[src/rtl/mc_control_fsm_if.sv]
// Control/status bundle between the RV32I multicycle control FSM and its datapath.
// The FSM side is the master (drives controls); the datapath side is the slave.
interface mc_control_fsm_if;
  logic [6:0] opcode;
  logic       mem_ready;
  logic       trap_ack;
  logic       AdrSrc;
  logic       IRWrite;
  logic       PCUpdate;
  logic       RegWrite;
  logic       MemWrite;
  logic       Branch;
  logic       MemReq;
  logic [1:0] ALUSrcA;
  logic [1:0] ALUSrcB;
  logic [2:0] ALUOp;
  logic [1:0] ResultSrc;
  logic       Trap;
  logic [1:0] TrapCause;
  logic [3:0] FSMState;

  modport master (
    input  opcode, mem_ready, trap_ack,
    output AdrSrc, IRWrite, PCUpdate, RegWrite, MemWrite, Branch, MemReq,
           ALUSrcA, ALUSrcB, ALUOp, ResultSrc, Trap, TrapCause, FSMState
  );

  modport slave (
    output opcode, mem_ready, trap_ack,
    input  AdrSrc, IRWrite, PCUpdate, RegWrite, MemWrite, Branch, MemReq,
           ALUSrcA, ALUSrcB, ALUOp, ResultSrc, Trap, TrapCause, FSMState
  );
endinterface

[src/rtl/mc_control_fsm.sv]
// Multicycle RV32I control unit: 16-state Moore FSM with ready handshake on memory
// states, a stall watchdog and an illegal-opcode trap.
module mc_control_fsm #(
  parameter int MEM_HANDSHAKE   = 1,
  parameter int TIMEOUT_CYCLES  = 0,
  parameter int TRAP_ON_ILLEGAL = 1
) (
  input logic              clk,
  input logic              reset,
  mc_control_fsm_if.master bus
);

  typedef enum logic [3:0] {
    S_FETCH      = 4'd0,
    S_DECODE     = 4'd1,
    S_EXECUTER   = 4'd2,
    S_UNCONDJUMP = 4'd3,
    S_EXECUTEI   = 4'd4,
    S_MEMADR     = 4'd5,
    S_ALUWB      = 4'd6,
    S_MEMWRITE   = 4'd7,
    S_MEMREAD    = 4'd8,
    S_MEMWB      = 4'd9,
    S_BRANCH     = 4'd10,
    S_JALR       = 4'd11,
    S_LUI        = 4'd12,
    S_AUIPC      = 4'd13,
    S_TRAP       = 4'd14,
    S_LINK       = 4'd15
  } state_t;

  localparam logic [6:0] OP_R      = 7'b0110011;
  localparam logic [6:0] OP_I      = 7'b0010011;
  localparam logic [6:0] OP_LOAD   = 7'b0000011;
  localparam logic [6:0] OP_STORE  = 7'b0100011;
  localparam logic [6:0] OP_BRANCH = 7'b1100011;
  localparam logic [6:0] OP_JAL    = 7'b1101111;
  localparam logic [6:0] OP_JALR   = 7'b1100111;
  localparam logic [6:0] OP_LUI    = 7'b0110111;
  localparam logic [6:0] OP_AUIPC  = 7'b0010111;

  localparam logic [1:0] CAUSE_NONE    = 2'b00;
  localparam logic [1:0] CAUSE_ILLEGAL = 2'b01;
  localparam logic [1:0] CAUSE_TIMEOUT = 2'b10;

  // A disabled watchdog still keeps a 1-bit counter so no zero-width vector exists.
  localparam int WCW       = (TIMEOUT_CYCLES > 0) ? $clog2(TIMEOUT_CYCLES + 1) : 1;
  localparam int WD_LAST_I = (TIMEOUT_CYCLES > 0) ? TIMEOUT_CYCLES - 1 : 0;
  localparam logic [WCW-1:0] WD_LAST = WCW'(WD_LAST_I);
  localparam logic [WCW-1:0] WD_ONE  = WCW'(1);
  localparam logic [WCW-1:0] WD_ZERO = WCW'(0);

  state_t           state_r;
  state_t           state_nxt_s;
  logic [WCW-1:0]   wait_cnt_r;
  logic [WCW-1:0]   wait_cnt_nxt_s;
  logic [1:0]       trap_cause_r;
  logic [1:0]       trap_cause_nxt_s;
  logic             rdy_s;
  logic             mem_wait_state_s;
  logic             wd_expire_s;

  logic             adr_src_s;
  logic             ir_write_s;
  logic             pc_update_s;
  logic             reg_write_s;
  logic             mem_write_s;
  logic             branch_s;
  logic             mem_req_s;
  logic [1:0]       alu_src_a_s;
  logic [1:0]       alu_src_b_s;
  logic [2:0]       alu_op_s;
  logic [1:0]       result_src_s;
  logic             trap_s;
  logic [1:0]       trap_cause_out_s;
  logic [3:0]       fsm_state_s;

  // Unknown opcodes map to S_TRAP; DECODE then decides between trapping and skipping.
  function automatic state_t decode_target(input logic [6:0] op);
    case (op)
      OP_R:      return S_EXECUTER;
      OP_I:      return S_EXECUTEI;
      OP_LOAD:   return S_MEMADR;
      OP_STORE:  return S_MEMADR;
      OP_BRANCH: return S_BRANCH;
      OP_JAL:    return S_UNCONDJUMP;
      OP_JALR:   return S_JALR;
      OP_LUI:    return S_LUI;
      OP_AUIPC:  return S_AUIPC;
      default:   return S_TRAP;
    endcase
  endfunction

  assign rdy_s            = (MEM_HANDSHAKE != 0) ? bus.mem_ready : 1'b1;
  assign mem_wait_state_s = (state_r == S_FETCH) || (state_r == S_MEMREAD) ||
                            (state_r == S_MEMWRITE);
  assign wd_expire_s      = (TIMEOUT_CYCLES > 0) && mem_wait_state_s && !rdy_s &&
                            (wait_cnt_r == WD_LAST);

  // Next-state selection and trap cause capture on entry to TRAP.
  always_comb begin
    state_nxt_s      = state_r;
    trap_cause_nxt_s = trap_cause_r;
    case (state_r)
      S_FETCH: begin
        if (rdy_s) begin
          state_nxt_s = S_DECODE;
        end else if (wd_expire_s) begin
          state_nxt_s      = S_TRAP;
          trap_cause_nxt_s = CAUSE_TIMEOUT;
        end else begin
          state_nxt_s = S_FETCH;
        end
      end
      S_DECODE: begin
        if (decode_target(bus.opcode) != S_TRAP) begin
          state_nxt_s = decode_target(bus.opcode);
        end else if (TRAP_ON_ILLEGAL != 0) begin
          state_nxt_s      = S_TRAP;
          trap_cause_nxt_s = CAUSE_ILLEGAL;
        end else begin
          state_nxt_s = S_FETCH;
        end
      end
      S_MEMADR: begin
        if (bus.opcode == OP_STORE) begin
          state_nxt_s = S_MEMWRITE;
        end else begin
          state_nxt_s = S_MEMREAD;
        end
      end
      S_MEMREAD: begin
        if (rdy_s) begin
          state_nxt_s = S_MEMWB;
        end else if (wd_expire_s) begin
          state_nxt_s      = S_TRAP;
          trap_cause_nxt_s = CAUSE_TIMEOUT;
        end else begin
          state_nxt_s = S_MEMREAD;
        end
      end
      S_MEMWRITE: begin
        if (rdy_s) begin
          state_nxt_s = S_FETCH;
        end else if (wd_expire_s) begin
          state_nxt_s      = S_TRAP;
          trap_cause_nxt_s = CAUSE_TIMEOUT;
        end else begin
          state_nxt_s = S_MEMWRITE;
        end
      end
      S_EXECUTER, S_EXECUTEI, S_LUI, S_AUIPC, S_UNCONDJUMP, S_LINK: begin
        state_nxt_s = S_ALUWB;
      end
      S_ALUWB, S_MEMWB, S_BRANCH: begin
        state_nxt_s = S_FETCH;
      end
      S_JALR: begin
        state_nxt_s = S_LINK;
      end
      S_TRAP: begin
        if (bus.trap_ack) begin
          state_nxt_s = S_FETCH;
        end else begin
          state_nxt_s = S_TRAP;
        end
      end
      default: begin
        state_nxt_s = S_FETCH;
      end
    endcase
  end

  // Watchdog counter: counts consecutive not-ready cycles, restarts on any state change.
  always_comb begin
    wait_cnt_nxt_s = wait_cnt_r;
    if (TIMEOUT_CYCLES == 0) begin
      wait_cnt_nxt_s = WD_ZERO;
    end else if (state_nxt_s != state_r) begin
      wait_cnt_nxt_s = WD_ZERO;
    end else if (mem_wait_state_s && !rdy_s) begin
      wait_cnt_nxt_s = wait_cnt_r + WD_ONE;
    end else begin
      wait_cnt_nxt_s = wait_cnt_r;
    end
  end

  // State, watchdog and trap cause registers.
  always_ff @(posedge clk or posedge reset) begin
    if (reset) begin
      state_r      <= S_FETCH;
      wait_cnt_r   <= WD_ZERO;
      trap_cause_r <= CAUSE_NONE;
    end else begin
      state_r      <= state_nxt_s;
      wait_cnt_r   <= wait_cnt_nxt_s;
      trap_cause_r <= trap_cause_nxt_s;
    end
  end

  // Moore output decode; reset forces every control low so an aborted access stops at once.
  always_comb begin
    adr_src_s        = 1'b0;
    ir_write_s       = 1'b0;
    pc_update_s      = 1'b0;
    reg_write_s      = 1'b0;
    mem_write_s      = 1'b0;
    branch_s         = 1'b0;
    mem_req_s        = 1'b0;
    alu_src_a_s      = 2'b00;
    alu_src_b_s      = 2'b00;
    alu_op_s         = 3'b000;
    result_src_s     = 2'b00;
    trap_s           = 1'b0;
    trap_cause_out_s = 2'b00;
    fsm_state_s      = 4'd0;
    if (reset) begin
      fsm_state_s = 4'd0;
    end else begin
      fsm_state_s = state_r;
      case (state_r)
        S_FETCH: begin
          mem_req_s    = 1'b1;
          alu_src_b_s  = 2'b10;
          result_src_s = 2'b10;
          ir_write_s   = rdy_s;
          pc_update_s  = rdy_s;
        end
        S_DECODE: begin
          alu_src_a_s = 2'b01;
          alu_src_b_s = 2'b01;
        end
        S_EXECUTER: begin
          alu_src_a_s = 2'b10;
          alu_op_s    = 3'b010;
        end
        S_EXECUTEI: begin
          alu_src_a_s = 2'b10;
          alu_src_b_s = 2'b01;
          alu_op_s    = 3'b011;
        end
        S_LUI: begin
          alu_src_a_s = 2'b11;
          alu_src_b_s = 2'b01;
        end
        S_AUIPC: begin
          alu_src_a_s = 2'b01;
          alu_src_b_s = 2'b01;
        end
        S_MEMADR: begin
          alu_src_a_s = 2'b10;
          alu_src_b_s = 2'b01;
        end
        S_MEMREAD: begin
          mem_req_s = 1'b1;
          adr_src_s = 1'b1;
        end
        S_MEMWRITE: begin
          mem_req_s   = 1'b1;
          adr_src_s   = 1'b1;
          mem_write_s = 1'b1;
        end
        S_MEMWB: begin
          result_src_s = 2'b01;
          reg_write_s  = 1'b1;
        end
        S_ALUWB: begin
          reg_write_s = 1'b1;
        end
        S_BRANCH: begin
          alu_src_a_s = 2'b10;
          alu_op_s    = 3'b001;
          branch_s    = 1'b1;
        end
        S_UNCONDJUMP: begin
          alu_src_a_s = 2'b01;
          alu_src_b_s = 2'b10;
          pc_update_s = 1'b1;
        end
        S_JALR: begin
          alu_src_a_s  = 2'b10;
          alu_src_b_s  = 2'b01;
          result_src_s = 2'b10;
          pc_update_s  = 1'b1;
        end
        S_LINK: begin
          alu_src_a_s = 2'b01;
          alu_src_b_s = 2'b10;
        end
        S_TRAP: begin
          trap_s           = 1'b1;
          trap_cause_out_s = trap_cause_r;
        end
        default: begin
          fsm_state_s = state_r;
        end
      endcase
    end
  end

  assign bus.AdrSrc    = adr_src_s;
  assign bus.IRWrite   = ir_write_s;
  assign bus.PCUpdate  = pc_update_s;
  assign bus.RegWrite  = reg_write_s;
  assign bus.MemWrite  = mem_write_s;
  assign bus.Branch    = branch_s;
  assign bus.MemReq    = mem_req_s;
  assign bus.ALUSrcA   = alu_src_a_s;
  assign bus.ALUSrcB   = alu_src_b_s;
  assign bus.ALUOp     = alu_op_s;
  assign bus.ResultSrc = result_src_s;
  assign bus.Trap      = trap_s;
  assign bus.TrapCause = trap_cause_out_s;
  assign bus.FSMState  = fsm_state_s;

endmodule

[src/flat_wrapper.sv]
// flat-port wrapper written by rule: the top's interface ports become plain ports
module mc_control_fsm_flat 
#(
  parameter int MEM_HANDSHAKE   = 1,
  parameter int TIMEOUT_CYCLES  = 0,
  parameter int TRAP_ON_ILLEGAL = 1
)
  (clk, reset, bus_opcode, bus_mem_ready, bus_trap_ack, bus_AdrSrc, bus_IRWrite, bus_PCUpdate, bus_RegWrite, bus_MemWrite, bus_Branch, bus_MemReq, bus_ALUSrcA, bus_ALUSrcB, bus_ALUOp, bus_ResultSrc, bus_Trap, bus_TrapCause, bus_FSMState);
  mc_control_fsm_if bus_i ();
  input logic clk;
  input logic reset;
  input wire logic [$bits(bus_i.opcode)-1:0] bus_opcode;
  input wire logic [$bits(bus_i.mem_ready)-1:0] bus_mem_ready;
  input wire logic [$bits(bus_i.trap_ack)-1:0] bus_trap_ack;
  output wire logic [$bits(bus_i.AdrSrc)-1:0] bus_AdrSrc;
  output wire logic [$bits(bus_i.IRWrite)-1:0] bus_IRWrite;
  output wire logic [$bits(bus_i.PCUpdate)-1:0] bus_PCUpdate;
  output wire logic [$bits(bus_i.RegWrite)-1:0] bus_RegWrite;
  output wire logic [$bits(bus_i.MemWrite)-1:0] bus_MemWrite;
  output wire logic [$bits(bus_i.Branch)-1:0] bus_Branch;
  output wire logic [$bits(bus_i.MemReq)-1:0] bus_MemReq;
  output wire logic [$bits(bus_i.ALUSrcA)-1:0] bus_ALUSrcA;
  output wire logic [$bits(bus_i.ALUSrcB)-1:0] bus_ALUSrcB;
  output wire logic [$bits(bus_i.ALUOp)-1:0] bus_ALUOp;
  output wire logic [$bits(bus_i.ResultSrc)-1:0] bus_ResultSrc;
  output wire logic [$bits(bus_i.Trap)-1:0] bus_Trap;
  output wire logic [$bits(bus_i.TrapCause)-1:0] bus_TrapCause;
  output wire logic [$bits(bus_i.FSMState)-1:0] bus_FSMState;
  assign bus_i.opcode = bus_opcode;
  assign bus_i.mem_ready = bus_mem_ready;
  assign bus_i.trap_ack = bus_trap_ack;
  assign bus_AdrSrc = bus_i.AdrSrc;
  assign bus_IRWrite = bus_i.IRWrite;
  assign bus_PCUpdate = bus_i.PCUpdate;
  assign bus_RegWrite = bus_i.RegWrite;
  assign bus_MemWrite = bus_i.MemWrite;
  assign bus_Branch = bus_i.Branch;
  assign bus_MemReq = bus_i.MemReq;
  assign bus_ALUSrcA = bus_i.ALUSrcA;
  assign bus_ALUSrcB = bus_i.ALUSrcB;
  assign bus_ALUOp = bus_i.ALUOp;
  assign bus_ResultSrc = bus_i.ResultSrc;
  assign bus_Trap = bus_i.Trap;
  assign bus_TrapCause = bus_i.TrapCause;
  assign bus_FSMState = bus_i.FSMState;
  mc_control_fsm #(.MEM_HANDSHAKE(MEM_HANDSHAKE), .TIMEOUT_CYCLES(TIMEOUT_CYCLES), .TRAP_ON_ILLEGAL(TRAP_ON_ILLEGAL)) u_core (.clk(clk), .reset(reset), .bus(bus_i));
endmodule
[config.mk]
export PLATFORM = sky130hd
export DESIGN_NAME = mc_control_fsm_flat
export DESIGN_NICKNAME = d
export VERILOG_FILES = /design/src/rtl/mc_control_fsm_if.sv /design/src/rtl/mc_control_fsm.sv /design/src/flat_wrapper.sv
export SDC_FILE = /design/constraint.sdc
export NUM_CORES = 1
export LEC_CHECK = 0
export ABC_AREA = 1
export CAP_MARGIN = 20
export CORE_MARGIN = 2
export CORE_UTILIZATION = 40
export CTS_CLUSTER_SIZE = 40
export DETAILED_ROUTE_END_ITERATION = 10
export PLACE_DENSITY = 0.79
export SYNTH_ARGS = -nofsm -noshare
export SYNTH_HDL_FRONTEND = slang
export SYNTH_SLANG_ARGS = --single-unit
[constraint.sdc]
create_clock -name clk -period 1.6 [get_ports clk]
set_input_delay 0.32 -clock clk [delete_from_list [all_inputs] [get_ports clk]]
set_output_delay 0.32 -clock clk [all_outputs]
set_load 0.02 [all_outputs]
==> results of run 1 <==
==> worst max-delay path, delay by kind of cell, from the launching register on <==
family,cells,cell delay [ns]
AOI/OAI and AO/OA,1,0.23
buffers and inverters,3,0.39
DFF,1,0.45
and+or+nand+nor,2,0.17
==> layout make-up <==
| cell class | instances | share of cell area |
|---|---|---|
| sequential | 5 | 0.0834 |
| multi-input combinational | 102 | 0.432 |
| inverter | 20 | 0.0615 |
| timing repair buffer | 71 | 0.392 |
| tap | 17 | 0.0138 |
| clock buffer | 4 | 0.0170 |
==> worst max-delay path by stage <==
stage / slack, ns / to / cells past startpoint
detailed placement: -0.55 / bus_PCUpdate / 4
floorplan: 0.008 / bus_PCUpdate / 3
finish: -0.23 / bus_ALUSrcA[1] / 6
global placement: -0.50 / bus_RegWrite / 5
global route: -0.26 / bus_ALUSrcA[1] / 6
CTS: -0.15 / bus_ALUSrcA[1] / 6
==> logic make-up (layout without fill, tap and decap cells) <==
family,count (synthesis),in the layout,share of synthesized area
DFF,5,5,0.178
buffers and inverters,24,95,0.142
other,1,2,0.00532
and+or+nand+nor,83,83,0.533
AOI/OAI and AO/OA,17,17,0.142
==> per-layer routing <==
layer	wire, um	vias up
li1	-	561
met1	1370	587
met2	2110	95
met3	303	28
met4	191	0
met5	0	-
==> flip-flops by register name (all words and copies together) (netlist names) <==
signal,count
u_core.state_r,4
u_core.trap_cause_r,1
==> repair_timing <==
item                                    in CTS  in global routing
setup buffers                                3                  7
gates cloned                                 0                  1
endpoints found under the setup margin      21                 21
gates resized for setup                    121                 58
pin swaps                                    5                 12
==> placed cells by master, fill, tap and decap left out, types with 3 or more instances in the layout <==
| cell type | netlist | final |
|---|---|---|
| buf_4 | 2 | 44 |
| nand2_1 | 32 | 24 |
| nor2_1 | 24 | 19 |
| buf_6 | 0 | 14 |
| nand3_1 | 10 | 9 |
| inv_1 | 11 | 9 |
| clkdlybuf4s50_1 | 0 | 9 |
| nand2_4 | 1 | 8 |
| nor2_4 | 0 | 7 |
| inv_2 | 9 | 6 |
| nand2_2 | 4 | 4 |
| a21oi_2 | 0 | 4 |
| a21oi_1 | 7 | 3 |
| o21ai_2 | 1 | 3 |
| clkbuf_4 | 0 | 3 |
| buf_2 | 2 | 3 |
| dfrtp_2 | 0 | 3 |
==> power by group through the flow <==
stage	Combinational (uW)	Clock (uW)	Sequential, uW
floorplan	591	0	215
global placement	1170	0	210
detailed placement	1200	0	211
CTS	1310	145	223
global route	1810	165	265
finish	1750	157	269
==> per-stage QoR <==
stage,hold slack (ns),power (uW)
finish,0.373,2170
global route,0.377,2240
CTS,0.495,1670
detailed placement,0.447,1410
global placement,0.450,1380
floorplan,0.277,806
==> impl_metrics.json, run 1 <==
{
  "p_leak_uw": 0.000821,
  "antenna_found_initial": 0,
  "place_ws_ns": -0.546,
  "cts_buffers": 3,
  "viasPerCell": 5.80,
  "overflow": 0,
  "fin_setup_tns_ns": -2.68,
  "r2r_end": "u_core.state_r[3]",
  "clock_path_buffers": 2,
  "n_fill_cell": 69,
  "grt_max_degree": 10,
  "violations": "negative setup slack",
  "p_sw_frac": 0.523,
  "ys_types": 25,
  "status": "complete, but fails checks",
  "drt_first_pass_iters": 4,
  "fin_skew_ns": 0.00518,
  "start_util": 0.417,
  "rsz0062_at_grt": "true",
  "synthFlopType": "dfrtp_1",
  "post-route-period-util": 1.14,
  "worstPathArrival_ns": 1.51,
  "dp.cells": 204,
  "synth_most_common_cell": "nand2_1",
  "post-dp-hpwl_mm": 1.94,
  "crit_start": "u_core.state_r[2]",
  "dieArea_sq_mm": 0.00211,
  "hold_path_class": "in2async",
  "n_antenna_cell": 0,
  "stdcell_count": 219,
  "totalWireLength_mm": 3.98,
  "cts_tree": "done",
  "place_area_sq_mm": 0.00123,
  "drt_iter0_markers": 61,
  "worstSetupStartpointType": "flip-flop",
  "die_h_um": 46.0,
  "clk_latency_ns": 0.25,
  "stdcell_area_sq_mm": 0.00155,
  "synth_common_cells": "32 x nand2_1, 24 x nor2_1, 11 x inv_1",
  "grt_pass1_wl_mm": 3.88,
  "grtUsageMet1": 0.224,
  "synth.area.top_cells": "dfrtp_1 18%, nand2_1 17%, nor2_1 13%, nand3_1 7.1%, inv_1 5.9%",
  "finalSetupViolCount": 21,
  "wire_per_inst_um": 18.2,
  "ys_ff_latch": 5,
  "avgSynthCellArea_sq_um": 5.42,
  "worst_r2r_path_depth": 9,
  "multiInputGateArea_sq_um": 668,
  "irDropWorstVdd_mv": 0.846,
  "seq_area_sq_um": 129,
  "async_reset_ff_frac": 1.00,
  "yosys_warnings": 0,
  "maxCapViolCount": 0,
  "layout-drive-gt1-share": 0.564,
  "slew_violations": 0,
  "seq_power_share": 0.124,
  "grt_use_met2": 0.536,
  "root_buffer": "clkbuf_4",
  "setup_slack_ns": -0.231,
  "vias": 1271,
  "syn_to_final_growth_pct": 119,
  "grt_pass1_vias": 1014,
  "period_needed_ns": 1.83,
  "clk_pin_slew_worst_paths_ns": 0.05,
  "pwr-share-clk": 0.072,
  "critPathMaxStageDelay_ns": 0.45,
  "cts_hold_buf": 0,
  "ant_nets": 0,
  "crit_slowest_cell": "dfrtp_2",
  "crit_fanout": 4,
  "timing.fmax_ghz": 0.546,
  "finalWeightedCongestion": 0.863,
  "synth.top_cell.area_share": 0.178,
  "reg2reg_slack_ns": -0.04,
  "finalHoldViolations": 0,
  "top_usage_layer": "met2",
  "route.detailed.drc": 0,
  "final_nets": 214,
  "num_io_pins": 34,
  "p_per_area_mw_per_mm2": 1410,
  "power.internal_uw": 1040,
  "end_kind": "output port",
  "required_ns": 1.28,
  "critPathKind": "reg2out",
  "crit_chain": "inv_2, nand2_4, inv_4, nand2_4, a31oi_2, buf_4",
  "rows": 15,
  "syn-cell-area_sq_um": 704,
  "r2r_start": "u_core.state_r[2]",
  "fin_util": 0.915,
  "yosysSeqAreaShare": 0.178,
  "synth_largest_area_cell": "dfrtp_1",
  "synthCells": 130,
  "combPwrFrac": 0.804,
  "htreeDepth": 1,
  "grt_usage": 0.255,
  "io_buffer_count": 31,
  "synth_edf_count": 0,
  "switching_power_uw": 1140,
  "die_x_um": 46.0,
  "clock_sinks": 5,
  "crit_top_cell": "nand2_4",
  "grtUsageMet3": 0.0516,
  "core_area_sq_mm": 0.00169
}
Note: power is estimated with default switching activity, not from simulation.
==> run 2, diff against run 1 <==
--- a/config.mk
+++ b/config.mk
@@ -6,12 +6,13 @@
 export NUM_CORES = 1
 export LEC_CHECK = 0
 export ABC_AREA = 1
-export CAP_MARGIN = 20
+export CAP_MARGIN = 15
 export CORE_MARGIN = 2
 export CORE_UTILIZATION = 40
 export CTS_CLUSTER_SIZE = 40
 export DETAILED_ROUTE_END_ITERATION = 10
 export PLACE_DENSITY = 0.79
+export SLEW_MARGIN = 5
 export SYNTH_ARGS = -nofsm -noshare
 export SYNTH_HDL_FRONTEND = slang
 export SYNTH_SLANG_ARGS = --single-unit
==> results of run 2 <==
Final layout, timing and power as in run 1 (identical DEF).
